### src/rtl/cordic_stage.sv
// cordic_stage: one registered rotation-mode CORDIC micro-rotation.
// Rotates (x, y) toward the residual angle z by +/-atan(2^-shift).
module cordic_stage #(
  parameter int bitwidth = 16,
  parameter int zwidth   = 16,
  parameter int shift    = 1
) (
  input  logic                       clock,
  input  logic                       reset,
  input  logic                       enable,
  input  logic signed [bitwidth-1:0] xi,
  input  logic signed [bitwidth-1:0] yi,
  input  logic signed [zwidth-1:0]   zi,
  input  logic        [zwidth-1:0]   constant,
  output logic signed [bitwidth-1:0] xo,
  output logic signed [bitwidth-1:0] yo,
  output logic signed [zwidth-1:0]   zo
);

  logic                       z_pos;
  logic signed [bitwidth-1:0] xs;
  logic signed [bitwidth-1:0] ys;
  logic        [bitwidth-1:0] x_nxt;
  logic        [bitwidth-1:0] y_nxt;
  logic        [zwidth-1:0]   z_nxt;

  // direction pick and sign-filled cross terms
  always_comb begin
    z_pos = ~zi[zwidth-1];
    xs    = xi >>> shift;
    ys    = yi >>> shift;
    x_nxt = xi;
    y_nxt = yi;
    z_nxt = zi;
    if (z_pos) begin
      x_nxt = xi - ys;
      y_nxt = yi + xs;
      z_nxt = zi - constant;
    end else begin
      x_nxt = xi + ys;
      y_nxt = yi - xs;
      z_nxt = zi + constant;
    end
  end

  // output registers, wrap-around arithmetic
  always_ff @(posedge clock or posedge reset) begin
    if (reset) begin
      xo <= '0;
      yo <= '0;
      zo <= '0;
    end else if (enable) begin
      xo <= x_nxt;
      yo <= y_nxt;
      zo <= z_nxt;
    end
  end

endmodule

### config.mk
export PLATFORM = sky130hd
export DESIGN_NAME = cordic_stage
export DESIGN_NICKNAME = d
export VERILOG_FILES = /design/src/rtl/cordic_stage.sv
export SDC_FILE = /design/constraint.sdc
export NUM_CORES = 1
export LEC_CHECK = 0
export ABC_AREA = 0
export CAP_MARGIN = 20
export CORE_MARGIN = 2
export CORE_UTILIZATION = 52
export DETAILED_ROUTE_END_ITERATION = 6
export GPL_TIMING_DRIVEN = 0
export PLACE_DENSITY = 0.82
export SLEW_MARGIN = 15
export SYNTH_ARGS = -nofsm -noshare
export SYNTH_HDL_FRONTEND = slang
export SYNTH_SLANG_ARGS = --single-unit
### constraint.sdc
create_clock -name clock -period 2 [get_ports clock]
set_clock_uncertainty 0.1 [all_clocks]
set_input_delay 0.5 -clock clock [delete_from_list [all_inputs] [get_ports clock]]
set_output_delay 0.5 -clock clock [all_outputs]
set_load 0.01 [all_outputs]
==> results list <==
- The flow ran to the end, but the final reports show violations.
- Violated checks: setup timing
- Setup violations remaining at the end of the flow were counted as 39.
- Predominant post-synthesis flop cell: sky130_fd_sc_hd__dfrtp_1
- Counting flops and latches in the post-synthesis netlist gives 48.
* Number of standard cells after synthesis: between 500 and 600
* Yosys top cell by area: sky130_fd_sc_hd__dfrtp_1
* Max-slew headroom at the worst pin: between 20 and 30%
- Counting cells, the worst reg-to-reg path comes to 2.
- First-pass GRT wire length: around 25 mm
- The total overflow left after global routing is 0.
- The post-route netlist has about two fifths of its cells at a drive strength greater than 1.
* Number of sinks handled by clock tree synthesis: 48
* Final setup TNS: -27.86 ns
- Fill cells in the final layout number approximately 410.
* Final weighted congestion of routability-driven global placement: about 0.9
* Crit path max fanout: 4
- The startpoint identified for the worst register-to-register timing path is xo[13]$_DFFE_PP0P_.
* Utilization after layout: 88.5%
- Number of synthesized flops with an enable pin: 0
- Total routing usage reported by global routing: 31.3%
- The setup check on the worst reg-to-reg path leaves a slack of about 1.0 ns.
- On the critical path, the stage with the largest delay is an instance of sky130_fd_sc_hd__or4_4.
- Cell type with the highest occurrence count on the critical path: sky130_fd_sc_hd__xnor2_1
* Initial DRC Count: around 280
- No sink is reached through more buffers than the 2 on the longest clock path.
* Die Area: between 0.01 and 0.015 mm^2
* Type of the most critical hold path: flip-flop to flip-flop
* Register area share after synthesis: about a quarter
* Die span in x: slightly above 100 um
* Compound-cell area share of the yosys netlist: between 20% and 30%
- For this design the static power due to leakage is 3.49 nW.
- Starting utilization of the core area: between 50% and 60%
- The pre-antenna-repair detailed-routing pass consisted of 5 iterations.
* Syn Nets: between 600 and 700
- For this run, the post-layout net count is 880.
- In this run the most critical hold path is launched from yo[9]$_DFFE_PP0P_.
* Final worst path period share: 166%
- Area overhead of the layout relative to synthesis: 66.6%
* Mean instance size in the synthesized netlist: 8.89 um^2
- Overall power consumption after layout is estimated at roughly 5.6 mW.
* Commonest non-fill, non-tap cell in the layout: sky130_fd_sc_hd__clkdlybuf4s50_1
- For hold timing, the worst endpoint is yo[9]$_DFFE_PP0P_.
- Final number of max-transition violations: 0
- The count of endpoints failing hold in the final timing report is 0.
- For this run, the top clock speed supported by timing is around 300 MHz.
- The number of antenna diodes in the final layout is 0.
* Largest vdd supply drop: approximately 0.46 mV
- TritonCTS buffer count: 5
* Average wire per cell in the routed design: 22.5 um
- Via count of the first global-routing pass: ~5300
- After Yosys synthesis, XOR and XNOR cells account for a little over an eighth of the synthesized area.
- In the post-route analysis, the smallest setup slack over all paths is -1.32 ns.
- Syn Std Cell Area: approximately 0.0049 mm^2
- Hold Buf Count CTS: 0
- Yosys attributes the largest share of cell area to sky130_fd_sc_hd__dfrtp_1 (25%), sky130_fd_sc_hd__ha_1 (14%), sky130_fd_sc_hd__xnor2_1 (7.3%), sky130_fd_sc_hd__mux2_2 (6.9%), sky130_fd_sc_hd__a21oi_1 (6.0%).
* Crit path capture type: flip-flop
* Count of buffer and inverter cells on the critical path: 2
* Post-detailed-route via-to-cell ratio: approximately 6.3
* WP data arrival: approximately 3.4 ns
- Dominant combinational cell family by area after synthesis: compound AO/OA/AOI/OAI gates
* Clock transition at the register clock pins on the worst setup and hold paths after CTS: approximately 0.1 ns
- Smallest hold slack: 0.402 ns
- DRT antenna net count: 0
- Top cell type's share of synthesized area: ~25%
* Post-synthesis adder-cell area fraction: around 15%
- Pin count of the biggest net entering global routing: 27
- Counting instances, the worst hold path has a depth of 1.
- CP Launch Type: input port
- For this run, design rule violations remaining after detail routing come to 0.
* Synthesized-area fraction occupied by and/or/nand/nor cells: between 10% and 20%
- Largest delay share family, worst path: simple AND/OR/NAND/NOR gates
- Via total after detailed routing: 5495
- Critical-path cell list: buf_8 -> or4_4 -> nor3_4 -> buf_6 -> nor2_4 -> xnor2_1 -> ha_1 -> nand4_1 -> or3_4 -> a31o_4 -> a21oi_4 -> nor2_2 -> xnor2_1 -> mux2_4
- Wires add up to 19.6 mm.
* Final period demand of the worst path: between 3 and 4 ns
- Crit path required time: 2.10 ns
* # rows: 35
- For this run, the number of Yosys warnings is 0.
* TritonCTS clock tree: yes
- Port-buffer cells: 112
- The top cell types in the final layout, fill and taps aside, are sky130_fd_sc_hd__clkdlybuf4s50_1 (82), sky130_fd_sc_hd__buf_4 (75), sky130_fd_sc_hd__dfrtp_1 (48), sky130_fd_sc_hd__nor2_1 (46), sky130_fd_sc_hd__a21oi_1 (37).
- In the synthesized netlist the async set-or-reset flop fraction comes to 100%.
- Setup repair after global routing could not meet its margin everywhere.
- Endpoint of the lowest-slack register-to-register path: xo[13]$_DFFE_PP0P_
- Count of cell types in the netlist: 58
- Clk_lat worst skew: just over 0.3 ns
* Core Area: approximately 0.0092 mm^2
* Master cell of the clock root buffer: sky130_fd_sc_hd__clkbuf_8
- Max Cap Violations: 0
* Worst Path Class, Setup: input port to flip-flop
- Measured along the y axis, the die boundary spans 101 um.
- Antenna violations before repair: 0
* Maximum cell stage delay along the critical path: ~0.59 ns
- Power density over cell area: between 600 and 700 mW/mm^2
- Slew at the pin closest to its max-slew limit: 1.07 ns
* Number of I/O pins: ~120
* Total number of H-tree levels: 2
- Placed wire-length estimate: approximately 11 mm
- After synthesis, the share of cell area in mux cells is under 10%.
state kept, by name (all words and copies together), names as in the netlist:
name  flops
yo       16
xo       16
zo       16
power breakdown:
group          switching, mW  internal (mW)
clock network          0.361          0.284
logic                   1.62           1.93
registers              0.186           1.27
total                   2.16           3.48
worst max-delay path by stage:
stage           startpoint                  to  depth (start not counted)
2_1_floorplan        yi[6]  xo[14]$_DFFE_PP0P_                         12
3_3_place_gp         yi[5]  xo[14]$_DFFE_PP0P_                         13
3_5_place_dp         yi[5]  xo[14]$_DFFE_PP0P_                         13
4_1_cts              yi[5]  xo[14]$_DFFE_PP0P_                         13
5_1_grt        constant[5]  zo[14]$_DFFE_PP0P_                         14
6_report       constant[5]  zo[14]$_DFFE_PP0P_                         14
cells by family (layout without fill, tap and decap cells):
kind of cell,after synthesis,after routing
buffers and inverters,41,248
muxes,35,35
DFF,48,48
and+or+nand+nor,135,135
xor gates and xnor gates,75,75
AOI/OAI and AO/OA,159,159
adders and majority gates,57,57
through the flow:
step,std cells,setup slack [ns],cell area (um^2)
global route,868,-1.43,8140
finish,868,-1.32,8140
CTS,831,-1.29,7360
global placement,773,-2.18,6470
detailed placement,774,-2.25,6490
floorplan,550,-1.45,5210
what timing repair did:
action | CTS | global route
buffers inserted | 51 | 42
pin swaps | 96 | 93
setup endpoints to repair | 46 | 40
cloned | 0 | 1
gates resized for setup | 223 | 99
per-layer routing:
layer  vias to the layer above  GRT usage (%)  part of all wire (%)
met1                      2674           38.8                    38
met2                       314           54.9                    50
li1                       2401              -                     -
met5                         -              0                     0
met3                       106           3.95                   7.1
met4                         0           12.9                   5.3
cells in the mapped netlist, types with 11 or more instances:
cell                       count
sky130_fd_sc_hd__a21oi_1      59
sky130_fd_sc_hd__nor2_1       59
sky130_fd_sc_hd__ha_1         54
sky130_fd_sc_hd__dfrtp_1      48
sky130_fd_sc_hd__xnor2_1      41
sky130_fd_sc_hd__xor2_1       33
sky130_fd_sc_hd__mux2_2       30
sky130_fd_sc_hd__inv_1        25
sky130_fd_sc_hd__o21ai_0      17
sky130_fd_sc_hd__a21o_1       16
sky130_fd_sc_hd__nor3_1       16
sky130_fd_sc_hd__nand2_1      14
sky130_fd_sc_hd__clkbuf_1     11
final cells by class:
type	instances	area, um^2	area share, %
buffer	13	130	1.60
clock buffer	8	90.1	1.11
inverter	25	131	1.61
multi-input combinational	461	4520	55.5
sequential	48	1200	14.8
tap	111	139	1.71
timing repair buffer	202	1930	23.7
Note: power is estimated with default switching activity, not from simulation.
